File: config.mk
export PLATFORM = sky130hd
export DESIGN_NAME = montre_de1_cpu_oci_dct_ctrl_flat
export DESIGN_NICKNAME = d
export VERILOG_FILES = /design/src/rtl/montre_de1_cpu_oci_pkg.sv /design/src/rtl/montre_de1_cpu_oci_dct_ctrl_if.sv /design/src/rtl/montre_de1_cpu_oci_dct_frame_reg.sv /design/src/rtl/montre_de1_cpu_oci_dct_ctrl.sv /design/src/flat_wrapper.sv
export SDC_FILE = /design/constraint.sdc
export NUM_CORES = 1
export LEC_CHECK = 0
export BUFFER_PORTS_ARGS = -buffer_cell sky130_fd_sc_hd__buf_2
export CAP_MARGIN = 20
export CORE_MARGIN = 2
export CORE_UTILIZATION = 40
export DETAILED_ROUTE_END_ITERATION = 8
export GPL_ROUTABILITY_DRIVEN = 0
export SLEW_MARGIN = 30
export SYNTH_ARGS = -nofsm -noshare
export SYNTH_HDL_FRONTEND = slang
export SYNTH_HIERARCHICAL = 1
export SYNTH_SLANG_ARGS = --single-unit
File: constraint.sdc
create_clock -name clk -period 3.7 [get_ports clk]
set_clock_uncertainty 0.05 [all_clocks]
set_input_delay 0.185 -clock clk [delete_from_list [all_inputs] [get_ports clk]]
set_output_delay 0.185 -clock clk [all_outputs]
set_load 0.05 [all_outputs]
File: src/rtl/montre_de1_cpu_oci_pkg.sv
// Shared parameters, FSM state encoding, trace atom codes and the atom packing helper
// for the Nios II OCI debug-trace frame controller.
package montre_de1_cpu_oci_pkg;

  localparam int ATOM_W  = 2;
  localparam int DEPTH   = 15;
  localparam int CNT_W   = 4;
  localparam int FRAME_W = ATOM_W * DEPTH;

  typedef enum logic [1:0] {
    IDLE    = 2'd0,
    COLLECT = 2'd1,
    FULL    = 2'd2,
    DRAIN   = 2'd3
  } dct_state_e;

  localparam logic [ATOM_W-1:0] ATOM_NOP    = 2'b00;
  localparam logic [ATOM_W-1:0] ATOM_SEQ    = 2'b01;
  localparam logic [ATOM_W-1:0] ATOM_BRANCH = 2'b10;
  localparam logic [ATOM_W-1:0] ATOM_EXCEPT = 2'b11;

  // Write atom a into slot c of buffer b; slot k lives at bits [ATOM_W*k +: ATOM_W].
  function automatic logic [FRAME_W-1:0] pack_atom(input logic [FRAME_W-1:0] b,
                                                   input logic [CNT_W-1:0]   c,
                                                   input logic [ATOM_W-1:0]  a);
    logic [FRAME_W-1:0] r;
    r = b;
    for (int k = 0; k < DEPTH; k++) begin
      if (c == CNT_W'(k)) begin
        r[ATOM_W*k +: ATOM_W] = a;
      end else begin
        r[ATOM_W*k +: ATOM_W] = r[ATOM_W*k +: ATOM_W];
      end
    end
    return r;
  endfunction

endpackage

File: src/rtl/montre_de1_cpu_oci_dct_ctrl_if.sv
// Atom input and frame output handshakes of the OCI trace frame controller.
// slave = the controller, master = trace source / trace RAM writer side.
interface montre_de1_cpu_oci_dct_ctrl_if;
  import montre_de1_cpu_oci_pkg::*;

  logic               atom_valid;
  logic [ATOM_W-1:0]  atom_data;
  logic               atom_ready;
  logic               frame_valid;
  logic               frame_ready;
  logic [FRAME_W-1:0] frame_data;
  logic [CNT_W-1:0]   frame_count;

  modport master (
    output atom_valid, atom_data, frame_ready,
    input  atom_ready, frame_valid, frame_data, frame_count
  );

  modport slave (
    input  atom_valid, atom_data, frame_ready,
    output atom_ready, frame_valid, frame_data, frame_count
  );
endinterface

File: src/rtl/montre_de1_cpu_oci_dct_frame_reg.sv
// Output frame register: captures a transferred frame and holds it stable until the
// sink accepts it; can_load tells the collector when a transfer may happen.
module montre_de1_cpu_oci_dct_frame_reg
  import montre_de1_cpu_oci_pkg::*;
(
  input  logic               clk,
  input  logic               reset_n,
  input  logic               load,
  input  logic [FRAME_W-1:0] load_data,
  input  logic [CNT_W-1:0]   load_count,
  input  logic               frame_ready,
  output logic               can_load,
  output logic               frame_valid,
  output logic [FRAME_W-1:0] frame_data,
  output logic [CNT_W-1:0]   frame_count
);

  logic               valid_q, valid_d;
  logic [FRAME_W-1:0] data_q, data_d;
  logic [CNT_W-1:0]   count_q, count_d;

  assign can_load    = !valid_q || frame_ready;
  assign frame_valid = valid_q;
  assign frame_data  = data_q;
  assign frame_count = count_q;

  // Load wins over acceptance so back-to-back frames keep valid high.
  always_comb begin
    valid_d = valid_q;
    data_d  = data_q;
    count_d = count_q;
    if (load) begin
      valid_d = 1'b1;
      data_d  = load_data;
      count_d = load_count;
    end else if (frame_ready) begin
      valid_d = 1'b0;
    end else begin
      valid_d = valid_q;
    end
  end

  // Frame state registers.
  always_ff @(posedge clk or negedge reset_n) begin
    if (!reset_n) begin
      valid_q <= 1'b0;
      data_q  <= {FRAME_W{1'b0}};
      count_q <= {CNT_W{1'b0}};
    end else begin
      valid_q <= valid_d;
      data_q  <= data_d;
      count_q <= count_d;
    end
  end

endmodule

File: src/rtl/montre_de1_cpu_oci_dct_ctrl.sv
// Nios II OCI debug-trace collector: packs 2-bit atoms into 15-atom frames and hands them
// to the trace RAM writer. Define OCI_DCT_OVERFLOW_EN to drop atoms instead of stalling.
module montre_de1_cpu_oci_dct_ctrl
  import montre_de1_cpu_oci_pkg::*;
(
  input  logic                          clk,
  input  logic                          reset_n,
  input  logic                          trace_en,
  input  logic                          flush_req,
  montre_de1_cpu_oci_dct_ctrl_if.slave  bus,
  output logic [FRAME_W-1:0]            dct_buffer,
  output logic [CNT_W-1:0]              dct_count,
  output logic                          test_ending,
  output logic                          overflow
);

  dct_state_e         state_q, state_d;
  logic [FRAME_W-1:0] buf_q, buf_d, base_buf_s;
  logic [CNT_W-1:0]   cnt_q, cnt_d, base_cnt_s;
  logic               test_ending_q, test_ending_d;
  logic               can_load_s, full_s, rdy_s, accept_s, xfer_s;

  assign full_s = (cnt_q == CNT_W'(DEPTH));

`ifdef OCI_DCT_OVERFLOW_EN
  assign rdy_s = trace_en && ((state_q == COLLECT) || (state_q == FULL));
`else
  assign rdy_s = trace_en && (state_q == COLLECT) && (!full_s || can_load_s);
`endif

  // Atoms offered while full with a blocked output are only taken in the drop build.
  assign accept_s = bus.atom_valid && rdy_s && (!full_s || can_load_s);
  assign xfer_s   = can_load_s && (((state_q == COLLECT) && trace_en && full_s) ||
                                   (state_q == FULL) || (state_q == DRAIN));

  // A transfer clears the buffer first, so a same-cycle atom lands in slot 0.
  assign base_buf_s = xfer_s ? {FRAME_W{1'b0}} : buf_q;
  assign base_cnt_s = xfer_s ? {CNT_W{1'b0}} : cnt_q;
  assign buf_d      = accept_s ? pack_atom(base_buf_s, base_cnt_s, bus.atom_data) : base_buf_s;
  assign cnt_d      = accept_s ? (base_cnt_s + CNT_W'(1)) : base_cnt_s;

  assign bus.atom_ready = rdy_s;
  assign dct_buffer     = buf_q;
  assign dct_count      = cnt_q;
  assign test_ending    = test_ending_q;
  assign test_ending_d  = (state_d == DRAIN);

  // Next-state logic; flushes of an empty buffer and flushes outside COLLECT are ignored.
  always_comb begin
    state_d = state_q;
    case (state_q)
      IDLE: state_d = trace_en ? COLLECT : IDLE;
      COLLECT: begin
        if (!trace_en) begin
          state_d = (cnt_q != {CNT_W{1'b0}}) ? DRAIN : IDLE;
        end else if (full_s && !can_load_s) begin
          state_d = FULL;
        end else if (flush_req && (cnt_d != {CNT_W{1'b0}})) begin
          state_d = DRAIN;
        end else begin
          state_d = COLLECT;
        end
      end
      FULL:    state_d = can_load_s ? COLLECT : FULL;
      DRAIN:   state_d = !can_load_s ? DRAIN : (trace_en ? COLLECT : IDLE);
      default: state_d = IDLE;
    endcase
  end

  // FSM and collect buffer registers.
  always_ff @(posedge clk or negedge reset_n) begin
    if (!reset_n) begin
      state_q       <= IDLE;
      buf_q         <= {FRAME_W{1'b0}};
      cnt_q         <= {CNT_W{1'b0}};
      test_ending_q <= 1'b0;
    end else begin
      state_q       <= state_d;
      buf_q         <= buf_d;
      cnt_q         <= cnt_d;
      test_ending_q <= test_ending_d;
    end
  end

  montre_de1_cpu_oci_dct_frame_reg u_frame_reg (
    .clk         (clk),
    .reset_n     (reset_n),
    .load        (xfer_s),
    .load_data   (buf_q),
    .load_count  (cnt_q),
    .frame_ready (bus.frame_ready),
    .can_load    (can_load_s),
    .frame_valid (bus.frame_valid),
    .frame_data  (bus.frame_data),
    .frame_count (bus.frame_count)
  );

`ifdef OCI_DCT_OVERFLOW_EN
  logic       trace_en_q, overflow_q, overflow_d, drop_s;
  logic [7:0] drop_cnt_q, drop_cnt_d;

  assign drop_s = bus.atom_valid && rdy_s && full_s && !can_load_s;

  // Sticky overflow re-armed on each new trace session; drop count saturates.
  always_comb begin
    overflow_d = overflow_q;
    drop_cnt_d = drop_cnt_q;
    if (trace_en && !trace_en_q) begin
      overflow_d = 1'b0;
    end else if (drop_s) begin
      overflow_d = 1'b1;
      drop_cnt_d = (drop_cnt_q == 8'hFF) ? 8'hFF : (drop_cnt_q + 8'd1);
    end else begin
      overflow_d = overflow_q;
    end
  end

  // Overflow tracking registers.
  always_ff @(posedge clk or negedge reset_n) begin
    if (!reset_n) begin
      trace_en_q <= 1'b0;
      overflow_q <= 1'b0;
      drop_cnt_q <= 8'd0;
    end else begin
      trace_en_q <= trace_en;
      overflow_q <= overflow_d;
      drop_cnt_q <= drop_cnt_d;
    end
  end

  assign overflow = overflow_q;
`else
  assign overflow = 1'b0;
`endif

endmodule
File: src/flat_wrapper.sv
// flat-port wrapper written by rule: the top's interface ports become plain ports
module montre_de1_cpu_oci_dct_ctrl_flat import montre_de1_cpu_oci_pkg::*;
  (clk, reset_n, trace_en, flush_req, dct_buffer, dct_count, test_ending, overflow, bus_atom_valid, bus_atom_data, bus_frame_ready, bus_atom_ready, bus_frame_valid, bus_frame_data, bus_frame_count);
  montre_de1_cpu_oci_dct_ctrl_if bus_i ();
  input  logic clk;
  input  logic reset_n;
  input  logic trace_en;
  input  logic flush_req;
  output logic [FRAME_W-1:0] dct_buffer;
  output logic [CNT_W-1:0] dct_count;
  output logic test_ending;
  output logic overflow;
  input wire logic [$bits(bus_i.atom_valid)-1:0] bus_atom_valid;
  input wire logic [$bits(bus_i.atom_data)-1:0] bus_atom_data;
  input wire logic [$bits(bus_i.frame_ready)-1:0] bus_frame_ready;
  output wire logic [$bits(bus_i.atom_ready)-1:0] bus_atom_ready;
  output wire logic [$bits(bus_i.frame_valid)-1:0] bus_frame_valid;
  output wire logic [$bits(bus_i.frame_data)-1:0] bus_frame_data;
  output wire logic [$bits(bus_i.frame_count)-1:0] bus_frame_count;
  assign bus_i.atom_valid = bus_atom_valid;
  assign bus_i.atom_data = bus_atom_data;
  assign bus_i.frame_ready = bus_frame_ready;
  assign bus_atom_ready = bus_i.atom_ready;
  assign bus_frame_valid = bus_i.frame_valid;
  assign bus_frame_data = bus_i.frame_data;
  assign bus_frame_count = bus_i.frame_count;
  montre_de1_cpu_oci_dct_ctrl u_core (.clk(clk), .reset_n(reset_n), .trace_en(trace_en), .flush_req(flush_req), .bus(bus_i), .dct_buffer(dct_buffer), .dct_count(dct_count), .test_ending(test_ending), .overflow(overflow));
endmodule
* After elaboration in Yosys (flattened, before gate mapping)
Cells that the tools add are included.
Storage, ports and cells: bits in registers 72
Cells by class: multiplexer cells 29, $add $sub $neg 1, equality and inequality tests 19, reduce and logical (&&, ||, !) cells 20
Operators with widths (number):
- 2-to-1 mux 30 bit | 2
- 2-to-1 mux 2 bit | 21
- equality test 4 bit (second input constant) | 8
- equality test 4 x 3 -> 1 bit (second input constant) | 4
- equality test 4 x 2 -> 1 bit (second input constant) | 2
- logical AND 1 bit | 8
- 2-to-1 mux 4 bit | 2
- one-hot mux 2 bit (4 select lines) | 1
- nonzero test 4 bit | 2
- equality test 2 bit (second input constant) | 3
- adder 4 x 1 -> 4 bit (second input constant) | 1
- equality test 4 x 1 -> 1 bit (second input constant) | 1
- zero test 4 bit | 1
- logical OR 1 bit | 4
- zero test 1 bit | 3
- 2-to-1 mux 1 bit | 3
- equality test 2 x 1 -> 1 bit (second input constant) | 1
- zero test 2 bit | 1
- nonzero test 2 bit | 1

* Longest topological paths before layout
Gate-level depths: netlist of run 1.
depth in word-level cells 16, depth in mapped cells 12, mapped depth without buffers 11

* Modules after synthesis
The synthesis of run 1 kept the hierarchy.
By module, submodules not included:
- montre_de1_cpu_oci_dct_ctrl | seq. area each 925.9 um2, area each 1938.1 um2, times used 1, cells each 185
- montre_de1_cpu_oci_dct_frame_reg | seq. area each 875.8 um2, area each 1451.4 um2, times used 1, cells each 75

* Worst setup path after synthesis of run 1
Ideal clock, no wire load.
kind reg2reg, from reg u_core.u_frame_reg.valid_q, in the netlist u_core/u_frame_reg/frame_valid, to reg u_core.state_q[1], cell stages (with the launch flop) 13, arrival 2403 ps, setup time 87 ps, period minus slack after synthesis 2539 ps, setup slack 1161 ps, data required time 3563 ps, cells stage by stage dfrtp_1 > nand2b_1 > clkbuf_2 > nand2_1 > o21ai_2 > or2b_1 > inv_1 > ha_1 > nor3_1 > nand2_1 > o311ai_0 > o31a_1 > a211oi_2
On the way: cells in the longest elaborated chain, start to end 13, elaborated cells between the ends (all ways) 20, classes of those cells 1 x add/sub; 8 x mux; 11 x reduce/logical
RTL lines:
- from (decl) | line montre_de1_cpu_oci_dct_frame_reg.sv:18 | logic valid_q, valid_d;
- from (signal assigned) | line montre_de1_cpu_oci_dct_frame_reg.sv:50 | valid_q <= valid_d;
- zero test 1 bit * | line montre_de1_cpu_oci_dct_frame_reg.sv:22 | assign can_load = !valid_q || frame_ready;
- logical OR 1 bit * | line montre_de1_cpu_oci_dct_frame_reg.sv:22
- named net u_core.can_load_s | line montre_de1_cpu_oci_dct_ctrl.sv:21 | logic can_load_s, full_s, rdy_s, accept_s, xfer_s;
- parallel branches: the longest is 10 deep, another holds adder 4 x 1 -> 4 bit
- one-hot mux 2 bit (4 select lines) * | line montre_de1_cpu_oci_dct_ctrl.sv:51 | case (state_q)
- named net u_core.state_d[1] | line montre_de1_cpu_oci_dct_ctrl.sv:17 | dct_state_e state_q, state_d;
- to (signal assigned) | line montre_de1_cpu_oci_dct_ctrl.sv:78 | state_q <= state_d;
- to (decl) | line montre_de1_cpu_oci_dct_ctrl.sv:17
Mark *: on every way through the listed nets, which the timed path passes. A chain may end at the register's enable or synchronous reset.

* Worst setup path in the final report of run 1
from reg u_core.cnt_q[3], in the netlist u_core/dct_count[3], to reg u_core.state_q[1]
On the way: cells in the longest elaborated chain, start to end 14, elaborated cells between the ends (all ways) 22, classes of those cells 1 x add/sub; 1 x eq/ne; 7 x mux; 13 x reduce/logical
RTL lines:
- from (decl) | line montre_de1_cpu_oci_dct_ctrl.sv:19 | logic [CNT_W-1:0] cnt_q, cnt_d, base_cnt_s;
- from (signal assigned) | line montre_de1_cpu_oci_dct_ctrl.sv:75 | cnt_q <= {CNT_W{1'b0}};
- from (signal assigned) | line montre_de1_cpu_oci_dct_ctrl.sv:80 | cnt_q <= cnt_d;
- equality test 4 bit | line montre_de1_cpu_oci_dct_ctrl.sv:23 | assign full_s = (cnt_q == CNT_W'(DEPTH));
- logical AND 1 bit | line montre_de1_cpu_oci_dct_ctrl.sv:33 | assign xfer_s = can_load_s && (((state_q == COLLECT) && trace_en && full_s) ||
- logical OR 1 bit | line montre_de1_cpu_oci_dct_ctrl.sv:33
- logical OR 1 bit | line montre_de1_cpu_oci_dct_ctrl.sv:34 | (state_q == FULL) || (state_q == DRAIN));
- logical AND 1 bit | line montre_de1_cpu_oci_dct_ctrl.sv:33
- 2-to-1 mux 4 bit | line montre_de1_cpu_oci_dct_ctrl.sv:38 | assign base_cnt_s = xfer_s ? {CNT_W{1'b0}} : cnt_q;
- adder 4 x 1 -> 4 bit | line montre_de1_cpu_oci_dct_ctrl.sv:40 | assign cnt_d = accept_s ? (base_cnt_s + CNT_W'(1)) : base_cnt_s;
- 2-to-1 mux 4 bit | line montre_de1_cpu_oci_dct_ctrl.sv:40
- nonzero test 4 bit | line montre_de1_cpu_oci_dct_ctrl.sv:58 | end else if (flush_req && (cnt_d != {CNT_W{1'b0}})) begin
- logical AND 1 bit | line montre_de1_cpu_oci_dct_ctrl.sv:58
- 2-to-1 mux 2 bit | line montre_de1_cpu_oci_dct_ctrl.sv:58
- 2-to-1 mux 2 bit | line montre_de1_cpu_oci_dct_ctrl.sv:56 | end else if (full_s && !can_load_s) begin
- 2-to-1 mux 2 bit * | line montre_de1_cpu_oci_dct_ctrl.sv:54 | if (!trace_en) begin
- one-hot mux 2 bit (4 select lines) * | line montre_de1_cpu_oci_dct_ctrl.sv:51
- named net u_core.state_d[1] | line montre_de1_cpu_oci_dct_ctrl.sv:17
The timed path passes the listed nets; every way through them passes the cells marked *.

==> results of run 1 <==
-- registers in the layout, summed over array words and instances (netlist names) --
signal,count
u_core/dct_count,4
u_core/state_q,2
u_core/u_frame_reg/frame_count,4
u_core/dct_buffer,30
u_core/u_frame_reg/frame_data,30
u_core/u_frame_reg/frame_valid,1
u_core/test_ending,1
-- metrics by stage --
stage          hold WS (ns)   util  power (mW)  cell area [um2]
2_1_floorplan        -0.161      -        1.77             3390
5_1_grt               0.138  0.492        2.75             4040
6_report              0.125  0.492        2.62             4040
3_5_place_dp          0.327  0.462        1.93             3800
4_1_cts               0.114  0.491        2.64             4040
3_3_place_gp          0.323  0.462        1.91             3800
-- layout make-up --
| class | count | area, um2 |
|---|---|---|
| clock buffer | 10 | 138 |
| clock inverter | 6 | 91.3 |
| fill | 753 | 4180 |
| inverter | 2 | 7.51 |
| multi-input combinational | 171 | 1440 |
| sequential | 72 | 1800 |
| tap | 105 | 131 |
| timing repair buffer | 82 | 429 |
-- logic make-up (layout without fill, tap and decap cells) --
group           count (synthesis)  after routing  synth area share
flops                          72             72             0.532
buf+inv                        17            100            0.0450
mux                            56             56             0.210
fa+ha+maj                       4              4            0.0148
xor+xnor                        2              2           0.00517
compound gates                 29             29            0.0591
other cells                     1              1           0.00111
simple gates                   79             79             0.133
-- worst max-delay path: stages (launching register included) --
cell      delay, ns
dfrtp_1        0.61
nand4_1        0.27
o21ai_4        0.25
or2b_1         0.21
inv_1          0.08
ha_1           0.33
nand4b_1       0.15
nor3_1         0.05
o31a_1         0.35
a211oi_2       0.15
-- metal layers --
layer | up-vias | routed length (um) | global-route usage
met5 | - | 0 | 0
met4 | 0 | 74 | 0.0619
met3 | 8 | 388 | 0.0399
met2 | 66 | 3180 | 0.241
met1 | 1099 | 3440 | 0.228
li1 | 1070 | - | -
-- power by group through the flow --
stage	combinational, mW	sequential, mW	clock, mW
6_report	0.950	0.956	0.713
5_1_grt	1.01	0.971	0.771
4_1_cts	0.955	0.957	0.732
3_5_place_dp	0.954	0.971	0
3_3_place_gp	0.942	0.971	0
2_1_floorplan	0.512	1.25	0
-- cell usage in the layout (no fill, tap or decap), drive strengths merged, types with 2 or more instances in the layout --
cell type and n:
nand4 5, mux2 34, or2b 2, buf 81, a31oi 5, clkbuf 10, clkinvlp 3, o21a 2
bufinv 2, nand2b 5, dfrtp 72, nand3 9, ha 4, inv 3, nor3 2, nor2 28
a211oi 3, nor2b 2, nand2 16, o21ai 13, mux2i 22, nand4b 3
-- worst paths after layout --
| check | start | endpoint | slack (ns) | cells after the start |
|---|---|---|---|---|
| max | u_core/dct_count[3] | u_core/state_q[1] | 1.11 | 9 |
| min | flush_req | u_core/state_q[1] | 0.12 | 3 |
| max reg2reg | u_core/dct_count[3] | u_core/state_q[1] | 1.11 | 9 |
| min reg2reg | u_core/u_frame_reg/frame_data[10] | u_core/u_frame_reg/frame_data[10] | 0.46 | 1 |
| max in group asynchronous | reset_n | u_core/u_frame_reg/frame_data[0] | 2.77 | 2 |
| min in group asynchronous | reset_n | u_core/test_ending | 0.34 | 2 |
==> impl_metrics.toml, run 1 <==
[outcome]
outcome = "finished, final reports clean"

[setup_path]
critPathLaunchType = "register"
endpoint_kind = "register"
crit_arrival_ns = 2.80
crit_fanout = 14
critPathRequiredTime_ns = 3.92
path_class = "register to register"

[finish]
nNetsFinal = 350
layout-drive-gt1-share = 0.423
final_cells = 448
area.growth.synth_to_final_pct = 19.2
n_antenna_cell = 0

[global_routing]
grt_pass1_vias = 2198
grt_max_degree = 73
grt_pass1_wl_mm = 11.3
grt.overflow.total = 0
globalRouteTotalUtil = 0.162
antenna_found_initial = 0

[floorplanning]
rows = 33
initial_utilization = 0.413
core_area_um2 = 8220
pin_count = 80
die_w_um = 96.1
die_h_um = 96.1
die_area_um2 = 9230

[sta]
layout_min_cycle_time_ns = 2.59
finalSetupViolCount = 0
fmax_ghz = 0.387
drv_slew = 0
slew_headroom = 0.560
hold_viol_final = 0
tightest_slew_ns = 0.660
fin_crit_sh = 0.699
rsz0062_at_grt = "false"
setup_ws_ns = 1.11
fin_tns_setup_ns = 0

[yosys]
netlist.area_leader.share = 0.532
synth_cell_type_count = 46
synth.most_common_cell = "dfrtp_1"
synth_top_cell_by_area = "dfrtp_1"
syn_area_um2 = 3390
syn_avg_cell_area_um2 = 13.0
yosysSeqAreaShare = 0.532
synthArstFlopShare = 1.00
synth_enable_flop_cells = 0
ys_warn_count = 6
ys_seq_elements = 72
synth.top_cells.by_count = "dfrtp_1 (72), mux2_4 (29), nor2_1 (28), mux2i_1 (22), nand2_1 (16)"
ys.flop_type = "dfrtp_1"
synth_fp_nets = 272
netlist_top_cells_area = "dfrtp_1 (53%), mux2_4 (13%), mux2i_1 (6.5%)"
synth_cells = 260

[run]
max_cap_viol_count = 0

[power_and_ir_drop]
switchingPower_mw = 1.05
ir_drop_mv = 0.287
power_density_nw_per_um2 = 648
p_seq_frac = 0.365
power.leakage_nw = 2.24
sw_frac_of_total = 0.401
pwr-share-comb = 0.363
internal_power_mw = 1.57
p_clk_frac = 0.272

[clock_network]
clock_latency_ns = 0.35
postCtsHoldBufs = 1
clock-sinks = 72
cts_max_path_buffers = 2
cts_tree = "built"
cts.repair.resized = 0
clk_pin_slew_ns = 0.08
post_cts_buffers = 0
tritoncts.num_buffers = 9
root_buffer = "clkbuf_8"
h-tree-depth = 3

[route]
wl_per_cell_um = 15.8
vias = 2243
avgViaCountPerCell = 5.01
drc = 0
drt-initial-drc-count = 89
wl_mm = 7.08
dr.pass1.iters = 4
ant_nets = 0

[placement]
dp.cells = 431
io_buffers = 78
pre_cts_ws_ns = 1.15
dp_hpwl_mm = 4.62

[worst_hold_path]
hp-class = "input pin to register"
(Power assumes the default switching activity.)
==> inputs of run 2 (changes only) <==
clock period = 2.6 ns   (was 3.7 ns; I/O delays follow)
==> run 2 against run 1 <==
Net effect: power up 45%; non-clock buffer count up 3; fmax up 9.3%; routed wire length up 0.34%; final cell count up 0.45%; combinational power up 48%; global-route usage up 0.47 points; sequential power up 40%; final area up 0.96%; register-to-register slack worse by 0.88 ns; sequential share of layout area down 0.42 points; first-iteration DRC count up 2.2%.
==> impl_metrics.toml, run 2 (synthesized netlist as in run 1, its figures left out) <==
[clock_network]
clock_latency_ns = 0.34
clk_pin_slew_ns = 0.07
tritoncts.num_buffers = 9
h-tree-depth = 3
root_buffer = "clkbuf_8"
cts_max_path_buffers = 2
clock-sinks = 72
post_cts_buffers = 0
cts_tree = "built"

[route]
avgViaCountPerCell = 5.05
ant_nets = 0
drt-initial-drc-count = 91
wl_per_cell_um = 15.8
wl_mm = 7.10
dr.pass1.iters = 4
drc = 0
vias = 2271

[sta]
fin_tns_setup_ns = 0
rsz0062_at_grt = "false"
tightest_slew_ns = 0.634
hold_viol_final = 0
slew_headroom = 0.577
hold_slack_ns = 0.0986
finalSetupViolCount = 0
setup_ws_ns = 0.235
fin_crit_sh = 0.910
layout_min_cycle_time_ns = 2.36
fmax_ghz = 0.423
drv_slew = 0

[global_routing]
globalRouteTotalUtil = 0.167
antenna_found_initial = 0
grt.overflow.total = 0
grt_max_degree = 73
grt_pass1_wl_mm = 11.6
grt_pass1_vias = 2236

[power_and_ir_drop]
power.leakage_nw = 2.27
finalPower_mw = 3.79
ir_drop_mv = 0.504
power_density_nw_per_um2 = 929

[finish]
final_cells = 450
mostFrequentLayoutCells = "buf_2 (77), dfrtp_1 (72), mux2_4 (29)"
layout.cells.most_common = "buf_2"
num-fill-cells = 750
multi_input_area_um2 = 1440
post-route-util = 0.497
layout-drive-gt1-share = 0.426
n_antenna_cell = 0
regArea_um2 = 1800
nNetsFinal = 353
area.growth.synth_to_final_pct = 20.4
design_area_um2 = 4080

[floorplanning]
core_area_um2 = 8220
die_h_um = 96.1
pin_count = 80
rows = 33
die_w_um = 96.1
die_area_um2 = 9230
initial_utilization = 0.413

[placement]
io_buffers = 78
pre_cts_ws_ns = 0.300
place_area_um2 = 3830
dp.cells = 434
dp_hpwl_mm = 4.62

[worst_hold_path]
hold_path.startpoint = "flush_req"
hp-class = "input pin to register"

[setup_path]
cp_cell_sequence = "nand2b_1 -> nand2_1 -> o21ai_4 -> or2b_1 -> inv_1 -> ha_1 -> nor3_1 -> nand2_1 -> o311ai_0 -> o31a_1 -> a211oi_2"
path_common_cell = "nand2_1"
endpoint_kind = "register"
critPathSlowestCell = "dfrtp_1"
regToRegStartpoint = "u_core/u_frame_reg/frame_valid"
critPathLaunchType = "register"
slowest_delay_ns = 0.34
path_class = "register to register"
critPathRequiredTime_ns = 2.81
crit_fanout = 7
crit_start = "u_core/u_frame_reg/frame_valid"
crit_arrival_ns = 2.57

[run]
max_cap_viol_count = 0

[outcome]
outcome = "finished, final reports clean"
[run 2: cell count changes in the layout (fill, tap and decap cells not counted), sizes merged]
cell	delta
buf	+3
bufinv	+1
clkinv	+3
clkinvlp	-3
clkbuf	-1
inv	-1
[run 2: metal layers]
metal	global-route usage	share of wire	vias to the layer above
met5	0	0	-
met4	0.0810	0.015	0
met3	0.0329	0.046	12
met2	0.242	0.46	63
met1	0.238	0.48	1117
li1	-	-	1079
[run 2: layout make-up]
type	instances	share of cell area
Multi-Input combinational cell	171	0.354
Clock inverter	6	0.0267
Inverter	2	0.00184
Timing Repair Buffer	85	0.114
Tap cell	105	0.0322
Sequential cell	72	0.442
Clock buffer	9	0.0304
[run 2: worst max-delay path: cells and delay by family, from the launching register on]
kind                       cells  cell delay, ns
DFF                            1            0.34
AOI/OAI and AO/OA              4            0.67
and+or+nand+nor                5            0.79
buffers and inverters          1            0.10
adders and majority gates      1            0.33
[run 2: power breakdown]
part | internal, mW | switching [mW] | total, mW
registers | 1.25 | 0.0856 | 1.34
clock network | 0.630 | 0.410 | 1.04
logic | 0.438 | 0.974 | 1.41
total | 2.32 | 1.47 | 3.79
[run 2: final timing paths]
path	slack, ns	cells past startpoint	endpoint
setup / recovery	0.24	11	u_core/state_q[1]
hold / removal	0.1	3	u_core/state_q[1]
setup reg to reg	0.24	11	u_core/state_q[1]
hold reg to reg	0.45	1	u_core/u_frame_reg/frame_data[27]
max in group asynchronous	1.76	2	u_core/u_frame_reg/frame_data[15]
min in group asynchronous	0.31	2	u_core/u_frame_reg/frame_count[3]
[run 2: timing repair]
| action | in CTS | in global routing |
|---|---|---|
| resized for setup | 0 | 0 |
| hold buffers | 1 | 0 |
| endpoints found under the hold margin | 72 | 0 |
